### config.mk
export PLATFORM = sky130hd
export DESIGN_NAME = elevator_direction_scheduler
export DESIGN_NICKNAME = d
export VERILOG_FILES = /design/src/rtl/elevator_pkg.sv /design/src/rtl/elevator_direction_scheduler_call_register.sv /design/src/rtl/elevator_direction_scheduler.sv
export SDC_FILE = /design/constraint.sdc
export NUM_CORES = 1
export LEC_CHECK = 0
export BUFFER_PORTS_ARGS = -buffer_cell sky130_fd_sc_hd__buf_2
export CAP_MARGIN = 20
export CORE_MARGIN = 8
export CORE_UTILIZATION = 50
export DETAILED_ROUTE_END_ITERATION = 12
export PLACE_DENSITY = 0.75
export SYNTH_ARGS = -nofsm -noshare
export SYNTH_HDL_FRONTEND = slang
export SYNTH_SLANG_ARGS = --single-unit
### constraint.sdc
create_clock -name clk -period 2.5 [get_ports clk]
set_clock_uncertainty 0.05 [all_clocks]
set_input_delay 0.375 -clock clk [delete_from_list [all_inputs] [get_ports clk]]
set_output_delay 0.375 -clock clk [all_outputs]
set_load 0.05 [all_outputs]
### src/rtl/elevator_pkg.sv
// Shared constants and types for the elevator direction scheduler slice.
package elevator_pkg;

  localparam logic [1:0] STOP   = 2'b00;
  localparam logic [1:0] UP     = 2'b10;
  localparam logic [1:0] DOWN   = 2'b01;
  localparam logic [1:0] UPDOWN = 2'b11;

  typedef logic [1:0] state_t;
  localparam state_t S_STOP = 2'd0;
  localparam state_t S_UP   = 2'd1;
  localparam state_t S_DOWN = 2'd2;
  localparam state_t S_REV  = 2'd3;

  localparam logic ON    = 1'b1;
  localparam logic OFF   = 1'b0;
  localparam logic MOVE  = 1'b1;
  localparam logic HOLD  = 1'b0;
  localparam logic OPEN  = 1'b1;
  localparam logic CLOSE = 1'b0;

  // Reversal is reported as STOP so the motion controller never sees a half-made decision.
  function automatic logic [1:0] state_dir(input state_t s);
    case (s)
      S_UP:    return UP;
      S_DOWN:  return DOWN;
      default: return STOP;
    endcase
  endfunction

endpackage

### src/rtl/elevator_direction_scheduler_call_register.sv
// One floor's up/down/car call latches; a button press in the service cycle wins over the clear.
module call_register
  import elevator_pkg::*;
#(
  parameter bit UP_EN = 1'b1,
  parameter bit DN_EN = 1'b1
) (
  input  logic       clk,
  input  logic       reset,
  input  logic       up_btn,
  input  logic       dn_btn,
  input  logic       car_btn,
  input  logic       service,
  input  logic [1:0] dir,
  output logic       up_call,
  output logic       dn_call,
  output logic       car_call
);

  logic up_q, up_d;
  logic dn_q, dn_d;
  logic car_q, car_d;

  always_comb begin
    up_d  = up_q;
    dn_d  = dn_q;
    car_d = car_q;
    if (service) begin
      car_d = OFF;
      if (dir != DOWN) up_d = OFF;
      if (dir != UP)   dn_d = OFF;
    end
    if (UP_EN && up_btn) up_d  = ON;
    if (DN_EN && dn_btn) dn_d  = ON;
    if (car_btn)         car_d = ON;
  end

  always_ff @(posedge clk or posedge reset) begin
    if (reset) begin
      up_q  <= OFF;
      dn_q  <= OFF;
      car_q <= OFF;
    end else begin
      up_q  <= up_d;
      dn_q  <= dn_d;
      car_q <= car_d;
    end
  end

  assign up_call  = up_q;
  assign dn_call  = dn_q;
  assign car_call = car_q;

endmodule

### src/rtl/elevator_direction_scheduler.sv
// Collective-selective (SCAN) direction controller with latched calls, delayed reversal
// and a sticky out-of-range floor fault.
module elevator_direction_scheduler
  import elevator_pkg::*;
#(
  parameter int FLOORS        = 7,
  parameter int FW            = $clog2(FLOORS + 1),
  parameter int REVERSE_DELAY = 4
) (
  input  logic                clk,
  input  logic                reset,
  input  logic [FW-1:0]       currentFloor,
  input  logic [2*FLOORS-1:0] floorButton,
  input  logic [FLOORS-1:0]   internalButton,
  input  logic                doorState,
  input  logic                move,
  output logic [1:0]          nextDirection,
  output logic [FLOORS-1:0]   callPending,
  output logic                stopHere,
  output logic                fault
);

  localparam int CW = (REVERSE_DELAY > 1) ? $clog2(REVERSE_DELAY + 1) : 1;

  logic [FLOORS-1:0] up_call, dn_call, car_call, pending;
  logic              in_range, service_en, fsm_en;
  logic              any_above, any_below, here_up, here_dn, here_car;

  state_t            state_q, state_d;
  logic [1:0]        dir_q, dir_d;
  logic [CW-1:0]     cnt_q, cnt_d;
  logic              orig_up_q, orig_up_d;
  logic              stop_q, stop_d;
  logic              fault_q, fault_d;

  assign in_range   = (currentFloor != '0) && (currentFloor <= FW'(FLOORS));
  assign service_en = in_range && (move == HOLD) && (doorState == OPEN);
  assign fsm_en     = in_range && (move == HOLD) && (doorState == CLOSE);

  for (genvar k = 1; k <= FLOORS; k++) begin : g_floor
    call_register #(
      .UP_EN(k < FLOORS),
      .DN_EN(k > 1)
    ) u_call (
      .clk     (clk),
      .reset   (reset),
      .up_btn  (floorButton[2*k-1]),
      .dn_btn  (floorButton[2*k-2]),
      .car_btn (internalButton[k-1]),
      .service (service_en && (currentFloor == FW'(k))),
      .dir     (dir_q),
      .up_call (up_call[k-1]),
      .dn_call (dn_call[k-1]),
      .car_call(car_call[k-1])
    );
  end

  assign pending = up_call | dn_call | car_call;

  always_comb begin
    any_above = 1'b0;
    any_below = 1'b0;
    here_up   = 1'b0;
    here_dn   = 1'b0;
    here_car  = 1'b0;
    for (int k = 1; k <= FLOORS; k++) begin
      if (FW'(k) > currentFloor) any_above = any_above | pending[k-1];
      if (FW'(k) < currentFloor) any_below = any_below | pending[k-1];
      if (FW'(k) == currentFloor) begin
        here_up  = up_call[k-1];
        here_dn  = dn_call[k-1];
        here_car = car_call[k-1];
      end
    end
  end

  always_comb begin
    state_d   = state_q;
    cnt_d     = cnt_q;
    orig_up_d = orig_up_q;
    if (fsm_en) begin
      case (state_q)
        S_STOP: begin
          if (any_above)      state_d = S_UP;
          else if (any_below) state_d = S_DOWN;
        end
        S_UP: begin
          if (!any_above) begin
            if (!any_below) state_d = S_STOP;
            else if (REVERSE_DELAY == 0) state_d = S_DOWN;
            else begin
              state_d   = S_REV;
              cnt_d     = CW'(REVERSE_DELAY);
              orig_up_d = 1'b1;
            end
          end
        end
        S_DOWN: begin
          if (!any_below) begin
            if (!any_above) state_d = S_STOP;
            else if (REVERSE_DELAY == 0) state_d = S_UP;
            else begin
              state_d   = S_REV;
              cnt_d     = CW'(REVERSE_DELAY);
              orig_up_d = 1'b0;
            end
          end
        end
        default: begin
          // A fresh call in the original direction cancels the pending reversal.
          if (orig_up_q ? any_above : any_below) state_d = orig_up_q ? S_UP : S_DOWN;
          else if (cnt_q == '0)                  state_d = orig_up_q ? S_DOWN : S_UP;
          else if (!any_above && !any_below)     state_d = S_STOP;
          else                                   cnt_d   = cnt_q - CW'(1);
        end
      endcase
    end
    dir_d = state_dir(state_d);
  end

  always_comb begin
    stop_d = 1'b0;
    if (in_range) begin
      case (state_q)
        S_STOP:  stop_d = here_car | here_up | here_dn;
        S_UP:    stop_d = here_car | here_up | (here_dn & ~any_above);
        S_DOWN:  stop_d = here_car | here_dn | (here_up & ~any_below);
        default: stop_d = here_car;
      endcase
    end
    fault_d = fault_q | ~in_range;
  end

  always_ff @(posedge clk or posedge reset) begin
    if (reset) begin
      state_q   <= S_STOP;
      dir_q     <= STOP;
      cnt_q     <= '0;
      orig_up_q <= 1'b0;
      stop_q    <= 1'b0;
      fault_q   <= 1'b0;
    end else begin
      state_q   <= state_d;
      dir_q     <= dir_d;
      cnt_q     <= cnt_d;
      orig_up_q <= orig_up_d;
      stop_q    <= stop_d;
      fault_q   <= fault_d;
    end
  end

  assign nextDirection = dir_q;
  assign callPending   = pending;
  assign stopHere      = stop_q;
  assign fault         = fault_q;

endmodule
== Word level (Yosys, flattened, before mapping) ==
Index checks and enable logic that the tools add are counted.
Word-level totals
  bits in registers: 29
  bits of input ports: 28
  output and inout port bits: 11
  word-level logic and storage cells: 263
Cells by class
  add/subtract/negate cells: 1
  magnitude comparators: 15
  equality and inequality tests: 27
  mux-type cells: 104
  bitwise logic cells: 28
  reduce and logical (&&, ||, !) cells: 63
Operators by type and width (number)
  two-way mux 1 bit: 80
  nonzero test 2 bit: 32
  two-way mux 2 bit: 12
  AND reduction 2 bit: 12
  two-way mux 3 bit: 7
  bitwise OR 1 bit: 18
  equality test 3 bit (first input constant): 4
  equality test 3 bit (second input constant): 4
  > comparator 3 bit (first input constant): 4
  logical AND 1 bit: 12
  less-than comparator 3 bit (first input constant): 4
  inequality test 2 bit (second input constant): 5
  inequality test 3 x 1 -> 1 bit (second input constant): 3
  one-hot mux 3 bit (3 select lines): 1
  AND reduction 9 bit: 1
  bitwise OR 6 x 7 -> 7 bit: 1
  bitwise OR 7 bit: 1
  equality test 2 x 3 -> 1 bit (first input constant): 2
  equality test 3 x 2 -> 1 bit (second input constant): 2
  > comparator 2 x 3 -> 1 bit (first input constant): 2
  less-than comparator 2 x 3 -> 1 bit (first input constant): 2
  NOT 1 bit: 6
  one-hot mux 2 bit (3 select lines): 1
  AND reduction 6 bit: 1
  17 further kinds: 21

== Depth between registers and ports, before layout ==
Gate-level depths: netlist (run 1).
  word-level depth: 24
  gate-level depth with buffers: 9
  depth with buffers taken out: 8

== Modules after synthesis ==
From an unflattened synthesis (run 1), not the netlist that was laid out.
Second synthesis, totals
  cells, all modules: 226
  area total of the unflattened synthesis: 2137.0 µm²
By module, submodules not included
  elevator_direction_scheduler: times used 1, cells an instance 158, area an instance 1330.0 µm², seq. area each 250.2 µm²
  call_register at g_floor[2].u_call ...: times used 5, cells an instance 10, area an instance 123.9 µm², seq. area each 75.1 µm²
  call_register at g_floor[1].u_call ...: times used 2, cells an instance 9, area an instance 93.8 µm², seq. area each 50.0 µm²

== Least setup slack after synthesis (run 1) ==
No wires, ideal clock.
  kind: register -> register
  from: reg g_floor[2].u_call.dn_q
  to: reg cnt_q[0]
  library setup time: 0.125 ns
  arrival time: 2.600 ns
  required time: 2.325 ns
  slack: -0.275 ns
  cell stages (with the launch flop): 10
  period minus slack after synthesis: 2.775 ns
  cell sequence: dfrtp_1 -> nor3_1 -> inv_1 -> o22a_1 -> or3_4 -> buf_6 -> o31a_1 -> o21a_1 -> nor3_2 -> mux2_2
On the way
  word-level cells in the longest chain between the ends: 18
  elaborated cells on any way between the ends: 37
  classes of those cells: 6 x eq/ne; 13 x mux; 14 x bitwise; 4 x reduce/logical
Ends and longest elaborated chain
  start: declaration: RTL line elevator_direction_scheduler_call_register.sv:21  | logic dn_q, dn_d;
  start signal: assignment: RTL line elevator_direction_scheduler_call_register.sv:45  | dn_q <= dn_d;
  bitwise OR 6 x 7 -> 7 bit *: RTL line elevator_direction_scheduler.sv:58  | assign pending = up_call | dn_call | car_call;
  bitwise OR 7 bit *: RTL line elevator_direction_scheduler.sv:58
  via callPending[1]: RTL line elevator_direction_scheduler.sv:18  | output logic [FLOORS-1:0] callPending,
  bitwise OR 1 bit, on equally long branches: RTL line elevator_direction_scheduler.sv:67, elevator_direction_scheduler.sv:68
  two-way mux 1 bit, on equally long branches: RTL line elevator_direction_scheduler.sv:67, elevator_direction_scheduler.sv:68
  bitwise OR 1 bit, on equally long branches: RTL line elevator_direction_scheduler.sv:67, elevator_direction_scheduler.sv:68
  two-way mux 1 bit, on equally long branches: RTL line elevator_direction_scheduler.sv:67, elevator_direction_scheduler.sv:68
  bitwise OR 1 bit, on equally long branches: RTL line elevator_direction_scheduler.sv:67, elevator_direction_scheduler.sv:68
  [... 3 more ...]
  bitwise OR 1 bit, on equally long branches: RTL line elevator_direction_scheduler.sv:67, elevator_direction_scheduler.sv:68
  two-way mux 1 bit, on equally long branches: RTL line elevator_direction_scheduler.sv:67, elevator_direction_scheduler.sv:68
  bitwise OR 1 bit, on equally long branches: RTL line elevator_direction_scheduler.sv:67, elevator_direction_scheduler.sv:68
  two-way mux 1 bit, on equally long branches: RTL line elevator_direction_scheduler.sv:67, elevator_direction_scheduler.sv:68
  zero test 1 bit: RTL line elevator_direction_scheduler.sv:113  | else if (!any_above && !any_below) state_d = S_STOP;
  logical AND 1 bit: RTL line elevator_direction_scheduler.sv:113
  inequality test 3 x 1 -> 1 bit (no line)
  AND reduction 9 bit (no line) *
  end signal: assignment: RTL line elevator_direction_scheduler.sv:145  | cnt_q <= cnt_d;
  end: declaration: RTL line elevator_direction_scheduler.sv:31  | logic [CW-1:0] cnt_q, cnt_d;
The timed path passes the listed nets; every way through them passes the cells marked *.
A chain may end at the register's enable or synchronous reset.

== Worst setup path in the final report (run 1) ==
  from: reg g_floor[2].u_call.dn_q
  to: reg cnt_q[1]
On the way
  word-level cells in the longest chain between the ends: 18
  elaborated cells on any way between the ends: 37
  classes of those cells: 6 x eq/ne; 13 x mux; 14 x bitwise; 4 x reduce/logical
Ends and longest elaborated chain (RTL line)
  bitwise OR 6 x 7 -> 7 bit *: elevator_direction_scheduler.sv:58
  bitwise OR 7 bit *: elevator_direction_scheduler.sv:58
  bitwise OR 1 bit, on equally long branches: elevator_direction_scheduler.sv:67, elevator_direction_scheduler.sv:68
  two-way mux 1 bit, on equally long branches: elevator_direction_scheduler.sv:67, elevator_direction_scheduler.sv:68
  bitwise OR 1 bit, on equally long branches: elevator_direction_scheduler.sv:67, elevator_direction_scheduler.sv:68
  two-way mux 1 bit, on equally long branches: elevator_direction_scheduler.sv:67, elevator_direction_scheduler.sv:68
  bitwise OR 1 bit, on equally long branches: elevator_direction_scheduler.sv:67, elevator_direction_scheduler.sv:68
  two-way mux 1 bit, on equally long branches: elevator_direction_scheduler.sv:67, elevator_direction_scheduler.sv:68
  [... 2 more ...]
  bitwise OR 1 bit, on equally long branches: elevator_direction_scheduler.sv:67, elevator_direction_scheduler.sv:68
  two-way mux 1 bit, on equally long branches: elevator_direction_scheduler.sv:67, elevator_direction_scheduler.sv:68
  bitwise OR 1 bit, on equally long branches: elevator_direction_scheduler.sv:67, elevator_direction_scheduler.sv:68
  two-way mux 1 bit, on equally long branches: elevator_direction_scheduler.sv:67, elevator_direction_scheduler.sv:68
  zero test 1 bit: elevator_direction_scheduler.sv:113
  logical AND 1 bit: elevator_direction_scheduler.sv:113
  inequality test 3 x 1 -> 1 bit (no line)
  AND reduction 9 bit (no line) *
Mark *: on every way between the ends. The rest lies on a longest branch, timed or not.

==> flow_metrics.py, run 1 <==
metrics = {
    "yosys": {
        "ys.flop_type": "dfrtp_1",
        "syn-instance-count": 220,
        "post_synth_main_area_contributors": "dfrtp_1 (37%), a21o_1 (5.0%), ha_1 (3.8%), nand2_1 (3.8%), nor3_1 (3.8%)",
        "netlist_area_um2": 1950,
        "postSynth.asyncResetShare_pct": 100,
        "syn_area_per_cell_um2": 8.88,
        "synth_largest_type_area_fraction_pct": 37.2,
        "synth.largest_area_cell": "dfrtp_1",
        "synth.yosys.warnings": 0,
        "synth.most_common_cell": "dfrtp_1",
        "synth-edff-count": 0,
        "synthTopCellsByCount": "dfrtp_1 (29), nand2_1 (20), inv_1 (18)",
        "synth.ff_latch_count": 29,
        "synth_fp_nets": 254,
        "ys_seq_area_share_pct": 37.2,
        "post_synth_num_cell_types": 51,
    },
    "worst_setup_path": {
        "required_ns": 2.61,
        "critPathArrivalTime_ns": 2.59,
        "path_max_fanout": 7,
        "setup.worst_path.start_class": "flop",
        "worst-setup-path-type": "flop to flop",
        "crit_path_end_kind": "flop",
    },
    "pwr": {
        "clkPwrFrac_pct": 19.5,
        "vdd_drop_max_uv": 662,
        "power.net_switching_mw": 0.810,
        "internal_power_mw": 1.11,
        "power_switching_share_pct": 42.3,
        "leakage_nw": 1.09,
        "sequentialPowerShare_pct": 33.3,
        "power_density_nw_per_um2": 744,
        "p_comb_share_pct": 47.2,
    },
    "cts": {
        "clock_latency_ns": 0.28,
        "root_buffer": "clkbuf_8",
        "cts_hold_buffers": 0,
        "cts_max_level": 2,
        "tritoncts": "done",
        "clk_pin_slew_worst_paths_ns": 0.07,
        "cts.sinks": 29,
        "clock_path_buffers": 2,
        "cts_buffers": 5,
    },
    "timing": {
        "hold_ws_ns": 0.102,
        "setup_ws_ns": 0.0244,
        "layout_min_cycle_time_ns": 2.48,
        "fmaxAchievable_mhz": 404,
        "period_share_pct": 99.0,
        "setup-tns-final_ns": 0,
        "finalSetupViolations": 0,
        "finalHoldViolations": 0,
        "worstMarginPinSlew_ns": 0.421,
        "final_max_slew_viol_count": 0,
        "relSlewSlack_pct": 71.7,
        "rsz0062_at_grt": "true",
    },
    "place": {
        "gpl.final_weighted_congestion": 0.945,
        "pre_cts_ws_ns": -0.0181,
        "dp_hpwl_um": 4010,
        "dpl_cell_area_um2": 2400,
        "place.port_buffers": 36,
        "post-place-cells": 322,
    },
    "grt": {
        "globalRouteTotalUtil_pct": 17.4,
        "first_global_vias": 1871,
        "residual_overflow_from_global_routing": 0,
        "antenna_found_initial": 0,
        "grt_max_degree": 30,
        "grt_first_pass_wirelength_um": 8890,
    },
    "floorplanning": {
        "row_count": 22,
        "dieWidth_um": 78.5,
        "start_util_pct": 52.6,
        "io-pin-count": 39,
        "die-height_um": 78.5,
        "placeableCoreArea_um2": 3720,
        "die_area_um2": 6160,
    },
    "run": {
        "maxCapViolations": 0,
    },
    "detailed_routing": {
        "routed_wl_um": 5390,
        "post_drt_via_cell_ratio": 5.85,
        "wire_per_inst_um": 16.2,
        "antenna_left": 0,
        "dr.first_iter.drc_count": 180,
        "via_count": 1941,
        "first_pass_iters": 5,
        "residual_drc_count": 0,
    },
    "cells_and_area": {
        "antenna-diode-count": 0,
        "syn_to_final_growth_pct": 31.8,
        "layoutNonFillerInstCount": 332,
        "finish.net_count": 317,
        "layout.cell_area.non_filler_um2": 2570,
        "layout-drive-gt1-share_pct": 35.2,
        "n_fill_cell": 307,
    },
    "min_path": {
        "hp-class": "primary input to async pin",
    },
    "outcome": {
        "status": "finished clean",
    },
}
## timing repair
item / CTS / global route
hold endpoints to repair: 0 / 0
resized for setup: 1 / 14
setup buffers: 0 / 2
endpoints found under the setup margin: 1 / 8
pin swaps: 0 / 7
## cells in the final DEF (no fill, tap or decap), drive strengths merged, types with 2 or more instances in the layout
cell type and instances:
buf 64, dfrtp 29, nand2 20, inv 18
nor3 17, nor2 16, a21o 13, nand2b 9
o21ai 9, ha 6, clkbuf 6, o21bai 5
nor2b 4, o21a 4, mux2i 4, mux2 4
a21oi 3, nand3 3, o221a 3, a31oi 3
and2 3, a32oi 3, a221oi 3, o32ai 3
o31a 2, o22a 2, nand3b 2, nand4 2
clkinv 2, o2bb2ai 2, or2 2, or3 2
## metrics by stage
step	utilization [%]	power (mW)
2_1_floorplan	-	1.22
3_3_place_gp	64.6	1.44
3_5_place_dp	64.6	1.46
4_1_cts	67.0	1.84
5_1_grt	69.3	2.05
6_report	69.3	1.92
## layout make-up
cell class	count	area, µm²	share of cell area (%)
Multi-Input combinational cell	165	1240	48.3
Sequential cell	29	726	28.2
Timing Repair Buffer	64	394	15.3
Clock buffer	6	72.6	2.82
Inverter	18	67.6	2.62
Tap cell	48	60.1	2.33
Clock inverter	2	10.0	0.389
## worst paths after layout
path                       slack (ns)                   endpoint  cells after the start                 startpoint
min reg2reg                      0.43                      fault                      1                      fault
min in group clk                 0.22  g_floor[2].u_call.up_call                      2             floorButton[3]
max reg2reg                      0.02                   cnt_q[1]                      8  g_floor[2].u_call.dn_call
min                              0.10                   cnt_q[0]                      3                      reset
max in group asynchronous        2.01  g_floor[2].u_call.up_call                      3                      reset
max                              0.02                   cnt_q[1]                      8  g_floor[2].u_call.dn_call
## state kept, by name, summed over array words and instances, names as in the netlist
register                 flops
stopHere                     1
cnt_q                        3
g_floor.u_call.car_call      7
state_q                      2
g_floor.u_call.up_call       6
orig_up_q                    1
nextDirection                2
fault                        1
g_floor.u_call.dn_call       6
## routing by layer
| layer | track usage, % | vias to the layer above | wire [µm] |
|---|---|---|---|
| met1 | 24.9 | 888 | 2510 |
| met3 | 5.01 | 14 | 506 |
| met5 | 0 | - | 0 |
| li1 | - | 933 | - |
| met2 | 24.4 | 106 | 2290 |
| met4 | 5.56 | 0 | 82 |
## critical path, stage by stage, from the launching register on
cell      delay [ns]
dfrtp_1         0.40
nor3_4          0.24
inv_2           0.05
o22a_1          0.22
or3_4           0.45
o2111a_1        0.20
a211oi_4        0.33
nor3_4          0.10
mux2_4          0.31
## cell families (layout without fill, tap and decap cells)
family	after synthesis	count (layout)	share of synthesized area [%]
DFF	29	29	37.2
muxes	8	8	4.36
buffers and inverters	26	90	5.96
AOI/OAI and AO/OA	69	69	27.1
and+or+nand+nor	82	82	21.6
adders and majority gates	6	6	3.84
## power groups by stage
stage               clock, mW  sequential, mW  combinational [mW]
floorplan                   0           0.701               0.518
global placement            0           0.628               0.812
detailed placement          0           0.637               0.827
CTS                     0.383           0.630               0.832
global route            0.401           0.645                1.00
finish                  0.373           0.638               0.905
Note: power is estimated with default switching activity, not from simulation.
==> run 2, diff against run 1 <==
Settings changed: CELL_PAD_IN_SITES_DETAIL_PLACEMENT from default to 0, CELL_PAD_IN_SITES_GLOBAL_PLACEMENT from default to 1, CORE_UTILIZATION 50 to 38, MAX_ROUTING_LAYER from default to met4, PLACE_DENSITY 0.75 to 0.74, SYNTH_HIERARCHICAL from default to 1.
==> flow_metrics.py, run 2 <==
metrics = {
    "cells_and_area": {
        "most_common_library_cell_in_the_layout_ignoring_fill_and_taps": "buf_4",
        "antenna-diode-count": 0,
        "final_cell_mix": "buf_4 (45), buf_2 (36), dfrtp_1 (29), inv_1 (25), nor2_1 (16)",
        "layout-drive-gt1-share_pct": 40.4,
        "largest_register_ff_count": 7,
        "finish.net_count": 340,
        "syn_to_final_growth_pct": 35.0,
    },
    "place": {
        "pre_cts_ws_ns": -0.0484,
        "dp_hpwl_um": 4650,
        "gpl.final_weighted_congestion": 0.838,
        "place.port_buffers": 36,
    },
    "min_path": {
        "timing.hold.worst.start": "internalButton[6]",
        "hp-class": "primary input to flop",
        "hold_depth": 2,
        "min_delay_worst_endpoint": "g_floor[7].u_call/car_call",
    },
    "yosys": {
        "synth-edff-count": 0,
        "postSynth.asyncResetShare_pct": 100,
        "synth.ff_latch_count": 29,
        "syn_area_per_cell_um2": 9.46,
        "netlist_area_um2": 2140,
        "synth.most_common_cell": "dfrtp_1",
        "synthTopCellsByCount": "dfrtp_1 (29), inv_1 (26), nor2_1 (16)",
        "post_synth_main_area_contributors": "dfrtp_1 (34%), inv_1 (4.6%), ha_1 (3.5%), and3b_1 (3.3%), mux4_2 (3.2%)",
        "synth.largest_area_cell": "dfrtp_1",
        "synth_fp_nets": 260,
        "ys.flop_type": "dfrtp_1",
        "synth.yosys.warnings": 6,
        "post_synth_num_cell_types": 64,
        "ys_seq_area_share_pct": 34.0,
        "syn-instance-count": 226,
        "synth_largest_type_area_fraction_pct": 34.0,
    },
    "outcome": {
        "status": "finished clean",
    },
    "detailed_routing": {
        "residual_drc_count": 0,
        "post_drt_via_cell_ratio": 5.47,
        "antenna_left": 0,
        "first_pass_iters": 4,
        "routed_wl_um": 5930,
        "wire_per_inst_um": 15.6,
        "dr.first_iter.drc_count": 86,
        "via_count": 2073,
    },
    "timing": {
        "finalHoldViolations": 0,
        "period_share_pct": 98.9,
        "rsz0062_at_grt": "true",
        "final_max_slew_viol_count": 0,
        "setup_ws_ns": 0.0264,
        "layout_min_cycle_time_ns": 2.47,
        "fmaxAchievable_mhz": 404,
        "finalSetupViolations": 0,
        "setup-tns-final_ns": 0,
        "hold_ws_ns": 0.210,
    },
    "worst_setup_path": {
        "critPathArrivalTime_ns": 2.60,
        "timing.reg2reg.setup_slack_ns": 0.03,
        "rr_worst_depth": 8,
        "crit_path_end_kind": "flop",
        "worst-setup-path-type": "flop to flop",
        "cp-startpoint": "g_floor[1].u_call/up_call",
        "critical_path.reg2reg.endpoint": "cnt_q[0]",
        "path_max_fanout": 3,
        "setup.worst_path.start_class": "flop",
        "r2r_start": "g_floor[1].u_call/up_call",
        "required_ns": 2.62,
    },
    "floorplanning": {
        "placeableCoreArea_um2": 5470,
        "start_util_pct": 39.0,
        "io-pin-count": 39,
        "dieWidth_um": 91.0,
        "row_count": 27,
        "die-height_um": 91.0,
        "die_area_um2": 8280,
    },
    "cts": {
        "clk_pin_slew_worst_paths_ns": 0.07,
        "tritoncts": "done",
        "cts_buffers": 5,
        "clock_latency_ns": 0.29,
        "cts_max_level": 2,
        "root_buffer": "clkbuf_8",
        "cts.sinks": 29,
        "clock_path_buffers": 2,
    },
    "pwr": {
        "power_switching_share_pct": 41.2,
        "vdd_drop_max_uv": 346,
        "power_mw": 1.96,
        "sequentialPowerShare_pct": 32.6,
        "internal_power_mw": 1.15,
        "leakage_nw": 1.19,
        "clkPwrFrac_pct": 21.4,
        "power_density_nw_per_um2": 679,
        "power.net_switching_mw": 0.807,
        "p_comb_share_pct": 46.0,
    },
    "grt": {
        "first_global_vias": 2133,
        "grt_max_degree": 14,
        "globalRouteTotalUtil_pct": 15.2,
        "grt_first_pass_wirelength_um": 10200,
        "residual_overflow_from_global_routing": 0,
        "antenna_found_initial": 0,
    },
    "run": {
        "maxCapViolations": 0,
    },
}
-- run 2: how the worst max path moves through the flow --
stage	slack [ns]	depth (start not counted)	to
floorplan	-0.06	8	cnt_q[0]
global placement	-0.02	8	cnt_q[0]
detailed placement	-0.05	8	cnt_q[0]
CTS	0.008	8	nextDirection[1]
global route	-0.11	8	cnt_q[0]
finish	0.03	8	cnt_q[0]
-- run 2: power by group through the flow --
stage	combinational, mW	sequential, mW	clock [mW]
floorplan	0.547	0.688	0
global placement	0.819	0.640	0
detailed placement	0.828	0.643	0
CTS	0.872	0.636	0.435
global route	0.980	0.651	0.452
finish	0.902	0.638	0.419
-- run 2: final cells by class --
class | instances | area, µm²
Fill cell | 546 | 2590
Multi-Input combinational cell | 159 | 1320
Sequential cell | 29 | 726
Timing Repair Buffer | 84 | 551
Inverter | 27 | 101
Tap cell | 72 | 90.1
Clock buffer | 6 | 82.6
Clock inverter | 2 | 13.8
-- run 2: metal layers --
metal | track usage [%] | up-vias | part of all wire [%]
met5 | - | - | 0
met4 | 5.32 | 0 | 1.4
met3 | 2.72 | 7 | 4.6
met2 | 23.0 | 55 | 45
met1 | 19.8 | 1009 | 49
li1 | - | 1002 | -
-- run 2: logic make-up (layout without fill, tap and decap cells) --
group	Yosys count	in the layout	synth area share, %
and+or+nand+nor	76	76	22.2
AOI/OAI and AO/OA	67	67	26.2
buffers and inverters	38	119	8.02
DFF	29	29	34.0
muxes	8	8	5.80
adders and majority gates	6	6	3.51
other	2	2	0.351
-- run 2: metrics by stage --
stage	utilization, %	area, µm²	cells
after floorplan	-	2160	226
after global placement	49.0	2680	366
after detailed placement	49.0	2680	366
after CTS	51.9	2840	378
after global routing	52.7	2890	379
final	52.7	2890	379
-- run 2: critical path, cell delays in order (launching register included) --
cell	delay [ns]
dfrtp_1	0.41
nor3_2	0.22
inv_2	0.05
and2_4	0.16
o41a_4	0.50
nor4_4	0.13
a311o_1	0.19
nor4b_4	0.32
mux2_4	0.33
-- run 2: what timing repair did --
action	4_1_cts	5_1_grt
endpoints found under the setup margin	2	6
buffers inserted	3	1
pin swaps	6	7
resized for setup	6	7
endpoints found under the hold margin	19	0
hold buffers	1	0
==> run 3, diff against run 2 <==
Settings changed: CORE_UTILIZATION 38 to 37, SYNTH_HIERARCHICAL 1 to default.
==> flow_metrics.py, run 3 (synthesis gave the netlist of run 1 again) <==
metrics = {
    "pwr": {
        "power_density_nw_per_um2": 715,
        "vdd_drop_max_uv": 596,
        "power_mw": 1.93,
        "leakage_nw": 1.16,
    },
    "timing": {
        "period_share_pct": 98.3,
        "relSlewSlack_pct": 70.8,
        "finalHoldViolations": 0,
        "worstMarginPinSlew_ns": 0.436,
        "finalSetupViolations": 0,
        "layout_min_cycle_time_ns": 2.46,
        "rsz0062_at_grt": "true",
        "setup_ws_ns": 0.0432,
        "fmaxAchievable_mhz": 407,
        "final_max_slew_viol_count": 0,
    },
    "worst_setup_path": {
        "required_ns": 2.62,
        "path_common_cell": "nor3_4",
        "setup.worst_path.start_class": "flop",
        "worst-setup-path-type": "flop to flop",
        "worstPathCellList": "nor3_4 -> inv_2 -> o22a_1 -> or3_4 -> nor4_4 -> a211oi_2 -> buf_4 -> nor3_4 -> mux2_4",
        "crit_path_end_kind": "flop",
        "critPathSlowestCell": "or3_4",
        "path_max_fanout": 5,
        "cp_top_family": "simple AND/OR/NAND/NOR gates",
        "critical_path_buf_inv_count": 2,
        "critPathArrivalTime_ns": 2.57,
        "cpPeakStageDelay_ns": 0.41,
    },
    "run": {
        "maxCapViolations": 0,
    },
    "cts": {
        "cts_max_level": 2,
        "root_buffer": "clkbuf_8",
        "clock_path_buffers": 2,
        "cts_hold_buffers": 0,
        "cts_buffers": 5,
        "clk_pin_slew_worst_paths_ns": 0.07,
        "clock_latency_ns": 0.29,
        "cts.sinks": 29,
        "tritoncts": "done",
    },
    "place": {
        "pre_cts_ws_ns": -0.00730,
        "post-place-cells": 362,
        "dpl_cell_area_um2": 2560,
        "dp_hpwl_um": 4370,
        "gpl.final_weighted_congestion": 0.917,
        "place.port_buffers": 36,
    },
    "cells_and_area": {
        "antenna-diode-count": 0,
        "layoutNonFillerInstCount": 371,
        "finish.net_count": 334,
        "largest_register_ff_count": 7,
        "layout-drive-gt1-share_pct": 38.2,
        "layout.cell_area.non_filler_um2": 2700,
        "syn_to_final_growth_pct": 38.2,
        "most_common_library_cell_in_the_layout_ignoring_fill_and_taps": "buf_4",
        "final_cell_mix": "buf_4 (45), buf_2 (36), dfrtp_1 (29), nand2_1 (20), nor2_1 (16)",
    },
    "floorplanning": {
        "placeableCoreArea_um2": 5110,
        "row_count": 26,
        "die_area_um2": 7860,
        "io-pin-count": 39,
        "start_util_pct": 38.2,
        "die-height_um": 88.7,
        "dieWidth_um": 88.7,
    },
    "detailed_routing": {
        "residual_drc_count": 0,
        "first_pass_iters": 4,
        "wire_per_inst_um": 15.3,
        "via_count": 1927,
        "post_drt_via_cell_ratio": 5.19,
        "antenna_left": 0,
        "dr.first_iter.drc_count": 137,
        "routed_wl_um": 5690,
    },
    "grt": {
        "antenna_found_initial": 0,
        "first_global_vias": 1994,
        "grt_max_degree": 30,
        "residual_overflow_from_global_routing": 0,
        "globalRouteTotalUtil_pct": 15.9,
        "grt_first_pass_wirelength_um": 9380,
    },
    "min_path": {
        "hp-class": "primary input to async pin",
    },
    "outcome": {
        "status": "finished clean",
    },
}
-- run 3: cell count changes in the layout (fill, tap and decap cells not counted), moves of 4 or more --
| cell | before | now |
|---|---|---|
| a211o_1 | 7 | 0 |
| a21o_1 | 7 | 13 |
| a221o_1 | 5 | 0 |
| and3b_1 | 8 | 0 |
| inv_1 | 25 | 15 |
| mux2i_1 | 0 | 4 |
| nand2_1 | 8 | 20 |
| nand2b_1 | 3 | 9 |
| o21bai_1 | 0 | 5 |
-- run 3: power by group --
part / internal [mW] / total (mW) / switching [mW] / leakage [nW]
Clock: 0.192 / 0.389 / 0.198 / 0.0439
Combinational: 0.375 / 0.931 / 0.556 / 0.831
Sequential: 0.546 / 0.609 / 0.0639 / 0.287
-- run 3: what timing repair did --
action                                  CTS  global route
buffers inserted                          1             0
pin swaps                                 1             1
endpoints found under the setup margin    4             7
hold endpoints to repair                  0             0
gates resized for setup                   1             7
-- run 3: cell type report --
type,count,area (µm²)
Clock buffer,5,68.8
Multi-Input combinational cell,165,1210
Timing Repair Buffer,81,518
Sequential cell,29,726
Fill cell,505,2410
Inverter,18,67.6
Clock inverter,3,17.5
Tap cell,70,87.6
-- run 3: metrics by stage --
stage	util (%)	hold slack [ns]	setup TNS (ns)
floorplan	-	0.397	0
global placement	50.2	0.398	-0.0130
detailed placement	50.2	0.403	-0.00905
CTS	52.1	0.112	0
global route	52.9	0.124	-0.194
finish	52.9	0.106	0
-- run 3: layer usage --
| metal | routed length (µm) | global-route usage [%] |
|---|---|---|
| met1 | 2860 | 20.9 |
| met2 | 2490 | 23.0 |
| met3 | 267 | 3.25 |
| met4 | 78 | 6.30 |
| met5 | 0 | - |
-- run 3: worst paths after layout --
| kind | slack (ns) | depth (start not counted) | startpoint | endpoint |
|---|---|---|---|---|
| worst max-delay path | 0.04 | 9 | g_floor[2].u_call.car_call | cnt_q[0] |
| worst min-delay path | 0.11 | 3 | reset | state_q[0] |
| worst max register to register | 0.04 | 9 | g_floor[2].u_call.car_call | cnt_q[0] |
| worst min register to register | 0.42 | 1 | fault | fault |
| max in group asynchronous | 2.01 | 3 | reset | g_floor[4].u_call.up_call |
| min in group clk | 0.21 | 2 | floorButton[8] | g_floor[5].u_call.dn_call |
-- run 3: worst reg2reg max path, stage by stage, from the launching register on --
cell	delay (ns)
dfrtp_1	0.40
nor3_4	0.24
inv_2	0.05
o22a_1	0.21
or3_4	0.41
nor4_4	0.16
a211oi_2	0.06
buf_4	0.16
nor3_4	0.27
mux2_4	0.32
